[src/rtl/serial_pkg.sv]
// rtl/serial_pkg.sv - shared constants, state type and sizing helper for the serial receive path
package serial_pkg;

    localparam int WORD_W = 32;

    typedef enum logic {
        RX_IDLE,
        RX_COLLECT
    } rx_state_t;

    function automatic int chunks_per_word(input int length);
        return WORD_W / length;
    endfunction

endpackage

[src/rtl/word_out_buffer.sv]
// rtl/word_out_buffer.sv - single-entry valid/ready word holding register with overrun detect
import serial_pkg::*;

module word_out_buffer (
    input  logic              clkTx,
    input  logic              reset,
    input  logic              load,
    input  logic [WORD_W-1:0] load_data,
    input  logic              ready,
    output logic [WORD_W-1:0] data,
    output logic              valid,
    output logic              ovf
);

    // A load is dropped only when the held word is not leaving on this same edge.
    logic blocked;
    assign blocked = valid && !ready;
    assign ovf     = load && blocked;

    always_ff @(posedge clkTx or posedge reset) begin
        if (reset) begin
            data  <= '0;
            valid <= 1'b0;
        end else if (load && !blocked) begin
            data  <= load_data;
            valid <= 1'b1;
        end else if (valid && ready) begin
            valid <= 1'b0;
        end
    end

endmodule

[src/rtl/serial_receiver_deser.sv]
// rtl/serial_receiver_deser.sv - reassembles MSB-first LENGTH-bit chunks into 32-bit words
import serial_pkg::*;

module serial_receiver_deser #(
    parameter int LENGTH = 4
) (
    input  logic              clkTx,
    input  logic              reset,
    input  logic              rx_start,
    input  logic              rx_valid,
    input  logic [LENGTH-1:0] rx_data,
    input  logic              word_ready,
    input  logic              clr_err,
    output logic [WORD_W-1:0] word_data,
    output logic              word_valid,
    output logic              rx_busy,
    output logic              overrun,
    output logic              frame_err
);

    localparam int N  = chunks_per_word(LENGTH);
    localparam int CW = $clog2(N) + 1;

    rx_state_t         state;
    logic [WORD_W-1:0] shreg;
    logic [WORD_W-1:0] shreg_base;
    logic [WORD_W-1:0] shifted;
    logic [CW-1:0]     cnt;
    logic [CW-1:0]     cnt_base;
    logic              complete;
    logic              ovf;

    // rx_start throws away any partial word before this edge's chunk is considered.
    always_comb begin
        shreg_base = rx_start ? '0 : shreg;
        cnt_base   = rx_start ? '0 : cnt;
        complete   = rx_valid && (cnt_base == CW'(N - 1));
    end

    generate
        if (LENGTH == WORD_W) begin : g_whole
            assign shifted = rx_data;
        end else begin : g_shift
            assign shifted = {shreg_base[WORD_W-LENGTH-1:0], rx_data};
        end
    endgenerate

    always_ff @(posedge clkTx or posedge reset) begin
        if (reset) begin
            state     <= RX_IDLE;
            shreg     <= '0;
            cnt       <= '0;
            overrun   <= 1'b0;
            frame_err <= 1'b0;
        end else begin
            if (rx_valid) begin
                shreg <= shifted;
                if (complete) begin
                    cnt   <= '0;
                    state <= RX_IDLE;
                end else begin
                    cnt   <= cnt_base + 1'b1;
                    state <= RX_COLLECT;
                end
            end else begin
                shreg <= shreg_base;
                cnt   <= cnt_base;
                state <= (cnt_base == '0) ? RX_IDLE : RX_COLLECT;
            end

            // Set events take priority over a simultaneous clear.
            if (rx_start && (cnt != '0))
                frame_err <= 1'b1;
            else if (clr_err)
                frame_err <= 1'b0;

            if (ovf)
                overrun <= 1'b1;
            else if (clr_err)
                overrun <= 1'b0;
        end
    end

    assign rx_busy = (state == RX_COLLECT);

    word_out_buffer u_buf (
        .clkTx     (clkTx),
        .reset     (reset),
        .load      (complete),
        .load_data (shifted),
        .ready     (word_ready),
        .data      (word_data),
        .valid     (word_valid),
        .ovf       (ovf)
    );

endmodule

[config.mk]
export PLATFORM = sky130hd
export DESIGN_NAME = serial_receiver_deser
export DESIGN_NICKNAME = d
export VERILOG_FILES = /design/src/rtl/serial_pkg.sv /design/src/rtl/word_out_buffer.sv /design/src/rtl/serial_receiver_deser.sv
export SDC_FILE = /design/constraint.sdc
export NUM_CORES = 1
export LEC_CHECK = 0
export ABC_AREA = 1
export CAP_MARGIN = 20
export CORE_ASPECT_RATIO = 1.75
export CORE_MARGIN = 2
export CORE_UTILIZATION = 30
export CTS_BUF_LIST = sky130_fd_sc_hd__clkbuf_4 sky130_fd_sc_hd__clkbuf_8
export DETAILED_ROUTE_END_ITERATION = 16
export SLEW_MARGIN = 20
export SYNTH_ARGS = -nofsm -noshare
export SYNTH_HDL_FRONTEND = slang
export SYNTH_SLANG_ARGS = --single-unit
[constraint.sdc]
create_clock -name clkTx -period 6.2 [get_ports clkTx]
set_input_delay 1.24 -clock clkTx [delete_from_list [all_inputs] [get_ports clkTx]]
set_output_delay 1.24 -clock clkTx [all_outputs]
set_load 0.03 [all_outputs]
# Word level (Yosys, flattened, before mapping)
# Index checks and enable logic that the tools add are counted.
[word_totals] regBits=68 inputBits=10 wordCells=35
[classes] n_addsub=1 n_eq_ne=1 n_mux=13 reduce_logical=13
[op_table] op="$mux 28" count=2
[op_table] op="$mux 4" count=3
[op_table] op="$mux 1" count=8
[op_table] op="$logic_and 1x1->1" count=6
[op_table] op="$reduce_bool 2->1" count=3
[op_table] op="$add 4x1->4 const B" count=1
[op_table] op="$eq 4x3->1 const B" count=1
[op_table] op="$logic_not 4->1" count=1
[op_table] op="$reduce_bool 4->1" count=1
[op_table] op="$logic_not 1->1" count=2

# Longest topological paths before layout
[depth] ltp_word=5 ltp_mapped=11 mapped_depth_nobuf=9

# Cells and area by module
# Synthesis repeated with hierarchy kept, for this count alone.
[unflattened] cells_unflattened=348 area_unflattened_um2=2951.6
[by_module_without_submodules] mod="serial_receiver_deser" instances=1 cells_per_inst=202 area_each_um2=1600.3 seq_area_each_um2=875.8
[by_module_without_submodules] mod="word_out_buffer" instances=1 cells_per_inst=146 area_each_um2=1351.3 seq_area_each_um2=825.8

# Least setup slack after synthesis
# OpenSTA, ideal clock, no wires.
[synth_timing] path_type="input -> register" startpoint="input port rx_start" endpoint="register u_buf.data[0]" setup_ns=0.118 arrival_ns=2.516 slack_ns=3.566 cell_stages=10 path_buffers=3 path_cell_list="buf_6 buf_2 nor2_1 ha_1 nand2_1 nor2_8 nand2_4 buf_6 nand2_1 nand2_1"
[synth_via] elab_chain_cells=4
[synth_rtl] element="start, declared" line="serial_receiver_deser.sv:9" rtl="input logic rx_start,"
[synth_rtl] element="$mux 4" line="serial_receiver_deser.sv:36" rtl="cnt_base = rx_start ? '0 : cnt;"
[synth_rtl] element="$eq 4x3->1" line="serial_receiver_deser.sv:37" rtl="complete = rx_valid && (cnt_base == CW'(N - 1));"
[synth_rtl] element="$logic_and 1x1->1" line="serial_receiver_deser.sv:37"
[synth_rtl] element="$logic_and 1x1->1" line="word_out_buffer.sv:24" rtl="end else if (load && !blocked) begin"
[synth_rtl] element="end signal, assigned" line="word_out_buffer.sv:25" rtl="data <= load_data;"
[synth_rtl] element="end, declared" line="word_out_buffer.sv:10" rtl="output logic [WORD_W-1:0] data,"
# No other way between the ends.
# A chain may end at the register's enable or synchronous reset.

# Worst setup path in the final report
[layout_timing] startpoint="input port rx_start" endpoint="register u_buf.data[15]"
[layout_via] elab_chain_cells=4
[layout_rtl] element="$mux 4" line="serial_receiver_deser.sv:36"
[layout_rtl] element="$eq 4x3->1" line="serial_receiver_deser.sv:37"
[layout_rtl] element="$logic_and 1x1->1" line="serial_receiver_deser.sv:37"
[layout_rtl] element="$logic_and 1x1->1" line="word_out_buffer.sv:24"
# Parallel ways exist; a longest one is shown, timed or not.

==> out/summary.txt <==
status: complete, no violations
First-pass DRT Iterations: 4
CP top delay family: buffers and inverters
crit share post-route: 60.0%
Clock Latency Late Sink: 0.35 ns
Seq pwr share: 49.3%
CP Launch Type: input pin
Switching Power: 0.000197 W
max-slew violations: 0
Root Buffer: clkbuf_8
clk slew on worst S/H paths: 0.06 ns
DPL Wire Length: 4030 um
n_diodes: 0
min Tclk post-route: 3.72 ns
initial antenna violation count: 0
final setup TNS: 0 ns
Ports: 46
critical path required time: 6.43 ns
Sw Ratio: 21.4%
top-count cell post-synth: nand2_1
EDFF count, synth: 0
Yosys reg bits: 68
Worst IR Drop VDD: 117 uV
max frequency: 269 MHz
Mapped Nets: 348
Combinational Power Share: 5.3%
H-tree levels: 3
Worst EP arrival: 3.95 ns
Cell Area, Synth: 2930 um2
P_leak: 1.79 nW
total of max-cap violations: 0
overall routed net length: 6100 um
IO buf count: 45
type of the worst setup path: input pin to flip-flop
share of Yosys cell area claimed by the top area cell type: 58.1%
GR Overflow Total: 0
Bufs and invs on worst path: 3
ordered list of cells on the worst path: clkdlybuf4s50_1 > clkinv_4 > nand2_1 > inv_1 > ha_1 > nand2_1 > nor2_8 > nand2_4 > nand2_1 > nand2_1
Initial Utilization: 31.0%
DR WL/cell: 12.1 um
clock share of power: 45.4%
largest net degree at the start of global routing: 69
Yosys warning count: 0
Relative slew margins: 42.5%
synthesized area per cell: 8.72 um2
Primary FF master, synth: dfrtp_1
final setup fails: 0
routability cong.: 0.727
Post-Syn Instances: 336
Slowest cell on crit path: clkdlybuf4s50_1
Post-CTS Setup Repair Bufs: 0
Final ANT Viol Nets: 0
synth top area cells: dfrtp_1, nand2_1, o21ai_0
CP Launch Point: rx_start
layout cells sized above 1: 6.32%
Final Instance Area: 3670 um2
worst min-delay path class: flip-flop to flip-flop
internal power: 0.000725 W
Remaining DRCs: 0
r2r startpoint: cnt[1]
Post-synth top cells: nand2_1, dfrtp_1, o21ai_0
All-Layer GR Usage: 13.0%
power per cell area: 251 nW/um2
Layout area overhead: 25.1%
CP Max Fanout: 35
Yosys top cell by area: dfrtp_1
hold path start: u_buf.data[19]
TritonCTS Buffers: 9
CTS Hold Bufs: 0
Post-Place Cell Area: 3430 um2
maximum clock path buffer count: 2
DR vias: 2,214
Die Ht: 135 um
RSZ-0062 raised after global routing: false
Die Wd: 78.7 um
CTS resizes: 0
count of different cell masters after synthesis: 21
actual slew at the worst max-slew pin: 0.862 ns
critical path capture point type: flip-flop
final hold violations: 0
vias in the first global route: 2,234
vias per cell: 4.41
post-synthesis async set-or-reset flop share: 100%
register area share after synthesis: 58.1%
global-route wire length before repair: 10,600 um
num rows: 47
CP max stage delay: 0.83 ns
Crit path top cell by count: nand2_1
clock sink count: 68
# nets final: 387
Clock Skew: 0.00997 ns
die area: 10,600 um2
core area: 9470 um2
Util after Layout: 38.7%
TritonCTS clock tree: yes
Iteration-0 DRC Markers: 88
==> layer usage <==
layer	vias to the layer above	GRT usage [%]	share of wire [%]
li1	1126	-	-
met1	1030	14.8	41
met2	41	21.0	51
met3	17	3.41	4.1
met4	0	8.97	3.9
met5	-	0	0
==> placed cells by master (no fill, tap or decap), types with 12 or more instances in the layout <==
| cell | n |
|---|---|
| clkbuf_8 | 12 |
| clkdlybuf4s50_1 | 45 |
| dfrtp_1 | 68 |
| inv_1 | 25 |
| nand2_1 | 129 |
| nand3_1 | 23 |
| nand3b_1 | 12 |
| nor2_1 | 22 |
| o21ai_0 | 27 |
==> flip-flops by register name, summed over array words and instances (netlist names) <==
register,cells
rx_busy,1
overrun,1
u_buf.valid,1
frame_err,1
u_buf.data,32
cnt,4
shreg,28
==> worst register-to-register path, delay by kind of cell (launching register included) <==
family        cells  cell delay [ns]
simple gates      6             1.30
flops             1             0.38
fa+ha+maj         1             0.24
buf+inv           1             0.05
==> cells by family after synthesis <==
family / count (synthesis) / synth area share, %
DFF: 68 / 58.1
buffers and inverters: 47 / 7.73
AOI/OAI and AO/OA: 28 / 4.83
and+or+nand+nor: 190 / 28.2
adders and majority gates: 2 / 0.854
xor gates and xnor gates: 1 / 0.299
==> per-stage QoR <==
step,worst slack (ns),hold slack [ns],total power [W],cells
floorplan,3.25,0.515,0.000495,336
global placement,2.16,0.461,0.000512,486
detailed placement,2.08,0.460,0.000513,486
CTS,2.43,0.476,0.000936,502
global route,2.17,0.504,0.000963,502
finish,2.48,0.468,0.000922,502
==> power groups by stage <==
stage               logic [W]  clock network, W  registers, W
global route        0.0000559          0.000452      0.000455
CTS                 0.0000504          0.000431      0.000455
global placement    0.0000494                 0      0.000463
detailed placement  0.0000503                 0      0.000463
finish              0.0000489          0.000418      0.000455
floorplan           0.0000291                 0      0.000466
==> cell type report <==
| cell class | count | area [um2] |
|---|---|---|
| fillers | 963 | 5800 |
| flip-flops and latches | 68 | 1700 |
| multi-input cells | 221 | 1000 |
| repair buffers | 47 | 465 |
| clock buffers | 12 | 165 |
| well taps | 122 | 153 |
| inverters | 28 | 110 |
| clock inverters | 4 | 70.1 |
==> worst paths after layout <==
path	to	depth (start not counted)	slack, ns
worst max-delay path	u_buf.data[15]	10	2.48
worst min-delay path	u_buf.data[19]	2	0.47
worst max register to register	u_buf.data[15]	8	4.11
worst min register to register	u_buf.data[19]	2	0.47
max in group asynchronous	overrun	3	4.19
min in group asynchronous	u_buf.data[27]	3	1.44
(Power assumes the default switching activity.)
